--- src/rtl/conv_3x3_window_gen.sv ---
// Raster-scan pixel stream to 3x3 window generator: two line buffers feed a
// shifting 3x3 window, and one packed window is emitted per unpadded position.
`timescale 1ns/1ps
module conv_3x3_window_gen #(
  parameter int IMG_W = 16,
  parameter int IMG_H = 16,
  parameter int PIX_W = 8
) (
  input  logic               clk,
  input  logic               rst,
  input  logic [PIX_W-1:0]   pix_in,
  input  logic               pix_valid,
  output logic               pix_ready,
  output logic [9*PIX_W-1:0] win_out,
  output logic               win_valid,
  input  logic               win_ready,
  output logic               win_last
);

  localparam int CW = $clog2(IMG_W);
  localparam int RW = $clog2(IMG_H);

  logic [CW-1:0]          col;
  logic [RW-1:0]          row;
  logic [PIX_W-1:0]       lb0 [IMG_W];
  logic [PIX_W-1:0]       lb1 [IMG_W];
  logic [8:0][PIX_W-1:0]  win;
  logic [8:0][PIX_W-1:0]  win_next;
  logic                   accept;
  logic                   produce;
  logic                   col_end;
  logic                   row_end;

  assign pix_ready = !win_valid || win_ready;
  assign accept    = pix_valid && pix_ready;
  assign col_end   = (col == CW'(IMG_W - 1));
  assign row_end   = (row == RW'(IMG_H - 1));
  assign produce   = accept && (row >= RW'(2)) && (col >= CW'(2));

  // Window after shifting left one column and inserting {lb1, lb0, pix_in} on the right.
  always_comb begin
    win_next    = win;
    win_next[0] = win[1];
    win_next[1] = win[2];
    win_next[2] = lb1[col];
    win_next[3] = win[4];
    win_next[4] = win[5];
    win_next[5] = lb0[col];
    win_next[6] = win[7];
    win_next[7] = win[8];
    win_next[8] = pix_in;
  end

  always_ff @(posedge clk or posedge rst) begin
    if (rst) begin
      col <= '0;
      row <= '0;
    end else if (accept) begin
      if (col_end) begin
        col <= '0;
        row <= row_end ? '0 : row + RW'(1);
      end else begin
        col <= col + CW'(1);
      end
    end
  end

  always_ff @(posedge clk or posedge rst) begin
    if (rst) begin
      for (int i = 0; i < IMG_W; i++) begin
        lb0[i] <= '0;
        lb1[i] <= '0;
      end
      win <= '0;
    end else if (accept) begin
      lb1[col] <= lb0[col];
      lb0[col] <= pix_in;
      win      <= win_next;
    end
  end

  // A new window overrides a completing handshake so back-to-back windows stream at full rate.
  always_ff @(posedge clk or posedge rst) begin
    if (rst) begin
      win_valid <= 1'b0;
      win_out   <= '0;
      win_last  <= 1'b0;
    end else if (produce) begin
      win_valid <= 1'b1;
      win_out   <= win_next;
      win_last  <= col_end && row_end;
    end else if (win_valid && win_ready) begin
      win_valid <= 1'b0;
      win_last  <= 1'b0;
    end
  end

endmodule
--- config.mk ---
export PLATFORM = sky130hd
export DESIGN_NAME = conv_3x3_window_gen
export DESIGN_NICKNAME = d
export VERILOG_FILES = /design/src/rtl/conv_3x3_window_gen.sv
export SDC_FILE = /design/constraint.sdc
export NUM_CORES = 1
export LEC_CHECK = 0
export BUFFER_PORTS_ARGS = -buffer_cell sky130_fd_sc_hd__buf_2
export CORE_MARGIN = 10
export CORE_UTILIZATION = 40
export DETAILED_ROUTE_END_ITERATION = 10
export PLACE_DENSITY = 0.6
export SLEW_MARGIN = 10
export SYNTH_ARGS = -nofsm -noshare
export SYNTH_HDL_FRONTEND = slang
export SYNTH_SLANG_ARGS = --single-unit
--- constraint.sdc ---
create_clock -name clk -period 24.4 [get_ports clk]
set_input_delay 1.22 -clock clk [delete_from_list [all_inputs] [get_ports clk]]
set_output_delay 1.22 -clock clk [all_outputs]
set_load 0.01 [all_outputs]
# ---- After elaboration in Yosys (flattened, before gate mapping)
# Cells that the tools add are included.
dict set report word_totals {
  register_bits 386
  output_inout_bits 75
  mem_bits_rw 0
  latchBits 0
  rom_bits 0
  word_cells 77
  memories 0
}
dict set report op_classes {
  n_mux 15
  order_cmp 4
  add_sub_neg 2
  bitwise_logic 1
  multipliers 0
  div_mod_pow 0
  n_reduce_logical 10
  n_shift 0
  n_eq_ne 2
}
# op n
set op_table {}
lappend op_table {{$bwmux W128} 2}
lappend op_table {{$bmux W8 S4} 2}
lappend op_table {{$mux W8} 5}
lappend op_table {{$demux W8 S4} 1}
lappend op_table {{$add A4 B1 Y4 const B} 2}
lappend op_table {{$eq A4 B4 Y1 const B} 2}
lappend op_table {{$ge A4 B2 Y1 const B} 2}
lappend op_table {{$mux W4} 2}
lappend op_table {{$logic_and A1 B1 Y1} 6}
lappend op_table {{$ge A5 B5 Y1 const B} 1}
lappend op_table {{$lt A5 B1 Y1 const B} 1}
lappend op_table {{$not A4 Y5} 1}
lappend op_table {{$mux W1} 3}
lappend op_table {{$reduce_and A2 Y1} 1}
lappend op_table {{$reduce_bool A2 Y1} 1}
lappend op_table {{$logic_not A1 Y1} 1}
lappend op_table {{$logic_or A1 B1 Y1} 1}

# ---- Depth between registers and ports, before layout
# Gate-level depths: netlist of the first run.
dict set report logic_depth {
  ltp_word 6
  ltp_mapped 10
  mapped_depth_nobuf 6
}

# ---- Worst setup path before layout of the first run
# OpenSTA, ideal clock, no wires.
dict set report synth_timing {
  path_kind {input to output}
  startpoint {input port win_ready}
  endpoint {output port pix_ready}
  slack_ps 21543
  t_required_ps 23180
  t_arrival_ps 1637
  stages 2
  n_path_buf 1
  path_cell_list {nand2b_1 clkbuf_1}
}
dict set report synth_between {
  elab_chain_len 1
}
# item line
set synth_rtl {}
lappend synth_rtl {{from (decl)} 16} ;# input logic win_ready,
lappend synth_rtl {{$logic_or A1 B1 Y1} 34} ;# assign pix_ready = !win_valid || win_ready;
lappend synth_rtl {{to (decl)} 13} ;# output logic pix_ready,
# No other way between the ends.

# ---- Final worst setup path of the first run
# Same ends and word-level chain as after synthesis.

==> results of run 1 <==
-- sequential cells by signal, summed over array words and instances (netlist names) --
signal / count
row: 4
lb0: 128
win_out: 72
win_valid: 1
col: 4
win: 48
lb1: 128
win_last: 1
-- cells by family (layout without fill, tap and decap cells) --
logic type	Yosys count	in the layout	synth area share, %
AO/OA/AOI/OAI	154	154	4.994
XOR/XNOR	3	3	0.1592
adder cells (fa/ha/maj)	6	6	0.4547
buffers and inverters	119	214	3.463
flip-flops	386	386	58.50
multiplexers	335	335	27.41
other	0	1	0
AND/OR/NAND/NOR	200	200	5.017
-- synth_stat cells (2+ instances only) --
library cell / count
mux2i_1: 31
o21ai_1: 5
buf_1: 6
buf_4: 2
mux2_2: 243
buf_6: 6
clkbuf_1: 44
ha_1: 6
nand4_1: 16
a21oi_1: 2
xnor2_1: 3
buf_2: 22
mux4_2: 33
dfrtp_1: 386
a22oi_1: 16
nor2b_1: 4
buf_12: 2
inv_1: 34
nor2_1: 4
nand3_1: 3
nand2_1: 167
o21ai_0: 127
mux4_1: 28
-- metal layers --
metal	global-route usage (%)	wire (um)	up-vias	part of all wire, %
li1	-	-	4426	-
met1	21.16	17600	5013	47
met2	23.57	17420	230	46
met3	2.471	1814	62	4.8
met4	5.013	964	0	2.6
met5	0	0	-	0
-- final cells by class --
class	instances	area (um^2)	area share (%)
timing repair buffer	107	600.6	3.214
antenna	1	2.502	0.01339
clock inverter	12	92.59	0.4954
clock buffer	60	1230	6.581
multi-input combinational	698	6291	33.66
sequential	386	9667	51.73
tap	532	665.6	3.562
inverter	35	138.9	0.7432
-- worst paths after layout --
path / from / to / slack [ns]
max in group asynchronous: rst / col[1] / 21.84
hold / removal: lb1[58] / lb1[58] / 0.47
setup reg to reg: col[0] / win_out[67] / 21.29
hold reg to reg: lb1[58] / lb1[58] / 0.47
min in group asynchronous: rst / win_out[26] / 0.83
setup / recovery: win_ready / pix_ready / 20.85
-- power by group through the flow --
stage / combinational, mW / sequential (mW) / clock [mW]
CTS: 0.887 / 1.07 / 0.622
floorplan: 0.641 / 1.03 / 0
detailed placement: 0.883 / 1.08 / 0
finish: 0.873 / 1.06 / 0.607
global placement: 0.861 / 1.06 / 0
global route: 0.955 / 1.10 / 0.649
-- placed cells by master, fill, tap and decap left out, types with 20 or more instances in the layout --
cell and n:
dfrtp_1 384, mux4_2 33, clkbuf_16 43, nand2_1 166, buf_4 20, o21ai_0 127, mux2i_1 31, inv_1 33
mux2_2 243, mux4_1 28, buf_2 86
-- through the flow --
stage | utilization (%) | hold WS (ns) | power (mW)
global placement | 42.52 | 0.4540 | 1.923
floorplan | - | 0.4416 | 1.672
CTS | 45.76 | 0.4778 | 2.574
finish | 45.77 | 0.4703 | 2.543
global route | 45.77 | 0.4893 | 2.705
detailed placement | 42.52 | 0.4639 | 1.960
-- worst max-delay path, delay by kind of cell --
kind / cells / cell delay [ns]
buffers and inverters: 2 / 0.42
AND/OR/NAND/NOR: 1 / 0.68
==> reports/metrics.yaml, run 1 <==
status: "completed"
synth_area_per_cell_um2: 13.72
final_nets: 1287
synth-edff-count: 0
route.vias.total: 9731
drv_cap: 0
fin_tns_setup_ns: 0
rsz0062_at_grt: "false"
rows: 74
cpPeakStageDelay_ns: 0.68
ys_types: 36
clock-sinks: 386
period_share_pct: 14.57
critPathLaunchType: "input pin"
cts_setup_buffers: 0
placedCellCount: 1758
io_pins: 87
min_period_ns: 3.554
leakage_nw: 8.810
placed_area_um2: 17360
syn_inst: 1203
place_congestion: 0.7432
seq_area_frac_synth_pct: 58.50
path_cells: "buf_2 > nand2b_1 > buf_2"
synthTopCellsByArea: "dfrtp_1, mux2_2, mux4_2"
synth.net_count: 1221
overflow: 0
port-buffer-count: 86
finalHoldViolCount: 0
cts_buffer_depth: 3
worstPathRequired_ns: 23.18
crit_fanout: 21
synth_top_area_cell: "dfrtp_1"
die_h_um: 223.2
crit_type: "in -> out"
h-tree-depth: 2
ctsHoldBuffers: 0
drive_above_1_share_pct: 35.05
drtAntennaViolNets: 0
syn_to_final_growth_pct: 13.19
start_util_pct: 40.44
die-area_um2: 49800
pwr-share-seq_pct: 41.8
yosys_warnings: 0
worst_slack_ns: 20.85
peakVddDrop_mv: 0.05990
die_w_um: 223.2
final-max-slew-violation-count: 0
synthArstFlopShare_pct: 100.0
routed_wirelength_mm: 37.80
p_switching_uw: 851.8
grt_max_degree: 189
grt_usage_pct: 15.15
syn_area_um2: 16510
grt_pass1_vias: 10030
cp-end-kind: "output pin"
hpwl_mm: 23.25
combPwrFrac_pct: 34.4
worstMarginPinSlew_ns: 1.092
finalSetupViolCount: 0
clockPowerShare_pct: 23.9
cp_common_cell: "buf_2"
core_area_um2: 40830
viasPerCell: 5.315
cts_resized: 0
crit_arrival_ns: 2.33
ys.flop_type: "dfrtp_1"
numCtsBuffers: 41
p_per_area_nw_per_um2: 136.1
synth_seq_cells: 386
post_drt_wl_per_cell_um: 20.64
skew_ns: 0.01570
fmax_mhz: 281.4
hp-class: "reg -> reg"
fill_cells: 3695
worstHoldPathCells: 2
power_switching_share_pct: 33.50
p_int_mw: 1.691
design_area_um2: 18690
dpl_worst_slack_ns: 20.79
drc: 0
drt_iter0_markers: 702
r2r_cells: 5
antenna_found_initial: 1
grt_pass1_wl_mm: 60.24
fin_cells: 1831
clkSlewWorstSetupHoldPaths_ns: 0.06
synth_top_area_share_pct: 58.50
maxSlewHeadroom_pct: 27.20
cts_tree: "yes"
drt_first_pass_iters: 5
clk_latency_ns: 0.54
cts-root-buf: "clkbuf_16"
critPathSlowestCell: "nand2b_1"
Power figures use the tool's default switching activity.
==> run 2: changes to the inputs <==
- clock period: 24.4 -> 3.5 ns (I/O delays scaled with it)
==> reports/metrics.yaml, run 2 (same netlist as run 1, synthesis figures left out) <==
status: "completed"  # unchanged
viasPerCell: 5.290  # was 5.315
numCtsBuffers: 41  # unchanged
drc: 0  # unchanged
maxSlewHeadroom_pct: 38.41  # was 27.20%
final_cell_mix: "dfrtp_1, mux2_2, nand2_1"  # unchanged
grt_max_degree: 114  # was 189
leakage_nw: 8.930  # was 8.810 nW
drive_above_1_share_pct: 35.86  # was 35.05%
drv_cap: 0  # unchanged
critPathLaunchType: "flop"  # was input pin
final_nets: 1306  # was 1287
routed_wirelength_mm: 38.64  # was 37.80 mm
final-max-slew-violation-count: 0  # unchanged
start_util_pct: 40.44  # unchanged
drtAntennaViolNets: 0  # unchanged
post_drt_wl_per_cell_um: 20.86  # was 20.64 um
rr_startpoint: "col[0]"  # unchanged
finalPower_mw: 18.09  # was 2.543 mW
hp-class: "in -> reg"  # was reg -> reg
period_share_pct: 75.65
die_h_um: 223.2  # unchanged
grt_pass1_vias: 10080  # was 10030
worstMarginPinSlew_ns: 0.9211  # was 1.092 ns
finalSetupViolCount: 0  # unchanged
peakVddDrop_mv: 0.4629  # was 0.05990 mV
cp-end-kind: "flop"  # was output pin
die_w_um: 223.2  # unchanged
port-buffer-count: 86  # unchanged
cts_tree: "yes"  # unchanged
grt_pass1_wl_mm: 61.47  # was 60.24 mm
path_cells: "ha_1 > nand4_1 > buf_4 > mux2_2"  # was buf_2 > nand2b_1 > buf_2
critPathSlowestCell: "dfrtp_4"  # was nand2b_1
syn_to_final_growth_pct: 14.81  # was 13.19%
route.vias.total: 9798  # was 9731
crit_type: "reg -> reg"  # was in -> out
io_pins: 87  # unchanged
cp-startpoint: "col[0]"  # was win_ready
cpPeakStageDelay_ns: 0.80  # was 0.68 ns
drt_first_pass_iters: 4  # was 5
finish.utilization_pct: 46.43  # was 45.77%
ff2ff_setup_slack_ns: 0.85  # was 21.29 ns
reg_top3: "lb0: 128 flops, lb1: 128 flops, win_out: 72 flops"  # unchanged
drt_iter0_markers: 670  # was 702
cts_buffer_depth: 3  # unchanged
crit_arrival_ns: 3.08  # was 2.33 ns
min_period_ns: 2.648
rsz0062_at_grt: "false"  # unchanged
worst_slack_ns: 0.8524  # was 20.85 ns
worstPathRequired_ns: 3.93  # was 23.18 ns
cts-root-buf: "clkbuf_16"  # unchanged
place_congestion: 0.7838  # was 0.7432
core_area_um2: 40830  # unchanged
fmax_mhz: 377.7
clkSlewWorstSetupHoldPaths_ns: 0.06  # about the same
rows: 74  # unchanged
clk_latency_ns: 0.55  # was 0.54 ns
worstReg2RegEnd: "lb0[64]"  # was win_out[67]
dpl_worst_slack_ns: 0.8032  # was 20.79 ns
overflow: 0  # unchanged
h-tree-depth: 2  # unchanged
layout.cells.most_common: "dfrtp_1"  # unchanged
hpwl_mm: 25.06  # was 23.25 mm
crit_fanout: 28  # was 21
clock-sinks: 386  # unchanged
skew_ns: 0.02005  # was 0.01570 ns
antenna_found_initial: 1  # unchanged
die-area_um2: 49800  # unchanged
p_per_area_nw_per_um2: 954.3  # was 136.1 nW/um^2
finalHoldViolCount: 0  # unchanged
r2r_cells: 4  # was 5
endpoint: "lb0[64]"  # was pix_ready
grt_usage_pct: 15.58  # was 15.15%
-- run 2: through the flow --
step	cells	instance area, um^2	setup TNS (ns)	hold slack, ns
2_1_floorplan	1203	16510	-719.87	0.3256
3_3_place_gp	1775	17550	0	0.1927
3_5_place_dp	1775	17550	0	0.1962
4_1_cts	1851	18950	0	0.02323
5_1_grt	1852	18960	0	0.08508
6_report	1852	18960	0	0.05090
-- run 2: worst min-delay path by stage --
stage,start,to,slack (ns),cells past startpoint
after global placement,rst,win[33],0.19,2
after floorplan,pix_in[7],win_out[71],0.33,1
after CTS,pix_in[2],lb0[2],0.02,3
after detailed placement,rst,win[33],0.20,2
final,pix_in[2],lb0[2],0.05,3
after global routing,pix_in[2],lb0[2],0.09,3
-- run 2: report_power, final --
group | internal, mW | total [mW] | leakage (nW) | switching [mW]
registers | 6.30 | 7.39 | 4.96 | 1.10
clock network | 2.67 | 4.46 | 0.675 | 1.79
logic | 3.08 | 6.24 | 3.30 | 3.16
total | 12.0 | 18.1 | 8.93 | 6.04
-- run 2: area by class of cell --
cell class	count	area, um^2
Antenna cell	1	2.502
Clock buffer	54	1137
Fill cell	3626	21870
Inverter	35	135.1
Timing Repair Buffer	126	810.8
Multi-Input combinational cell	698	6291
Clock inverter	20	247.7
Sequential cell	386	9667
Tap cell	532	665.6
-- run 2: repair_timing --
item	CTS	global route
endpoints found under the hold margin	8	0
hold buffers	2	0
resized for setup	0	0
buffers inserted	0	0
-- run 2: critical path, delay by kind of cell, from the launching register on --
family | cells | cell delay (ns)
adder cells (fa/ha/maj) | 1 | 0.39
AND/OR/NAND/NOR | 1 | 0.59
flip-flops | 1 | 0.80
buffers and inverters | 1 | 0.45
multiplexers | 1 | 0.29
-- run 2: per-layer routing --
layer | part of all wire (%) | GRT usage [%] | vias up | routed length (um)
met5 | 0 | 0 | - | 0
met2 | 46 | 24.32 | 220 | 17750
met1 | 46 | 21.30 | 5058 | 17860
li1 | - | - | 4467 | -
met3 | 4.8 | 2.720 | 53 | 1858
met4 | 3.0 | 5.907 | 0 | 1161
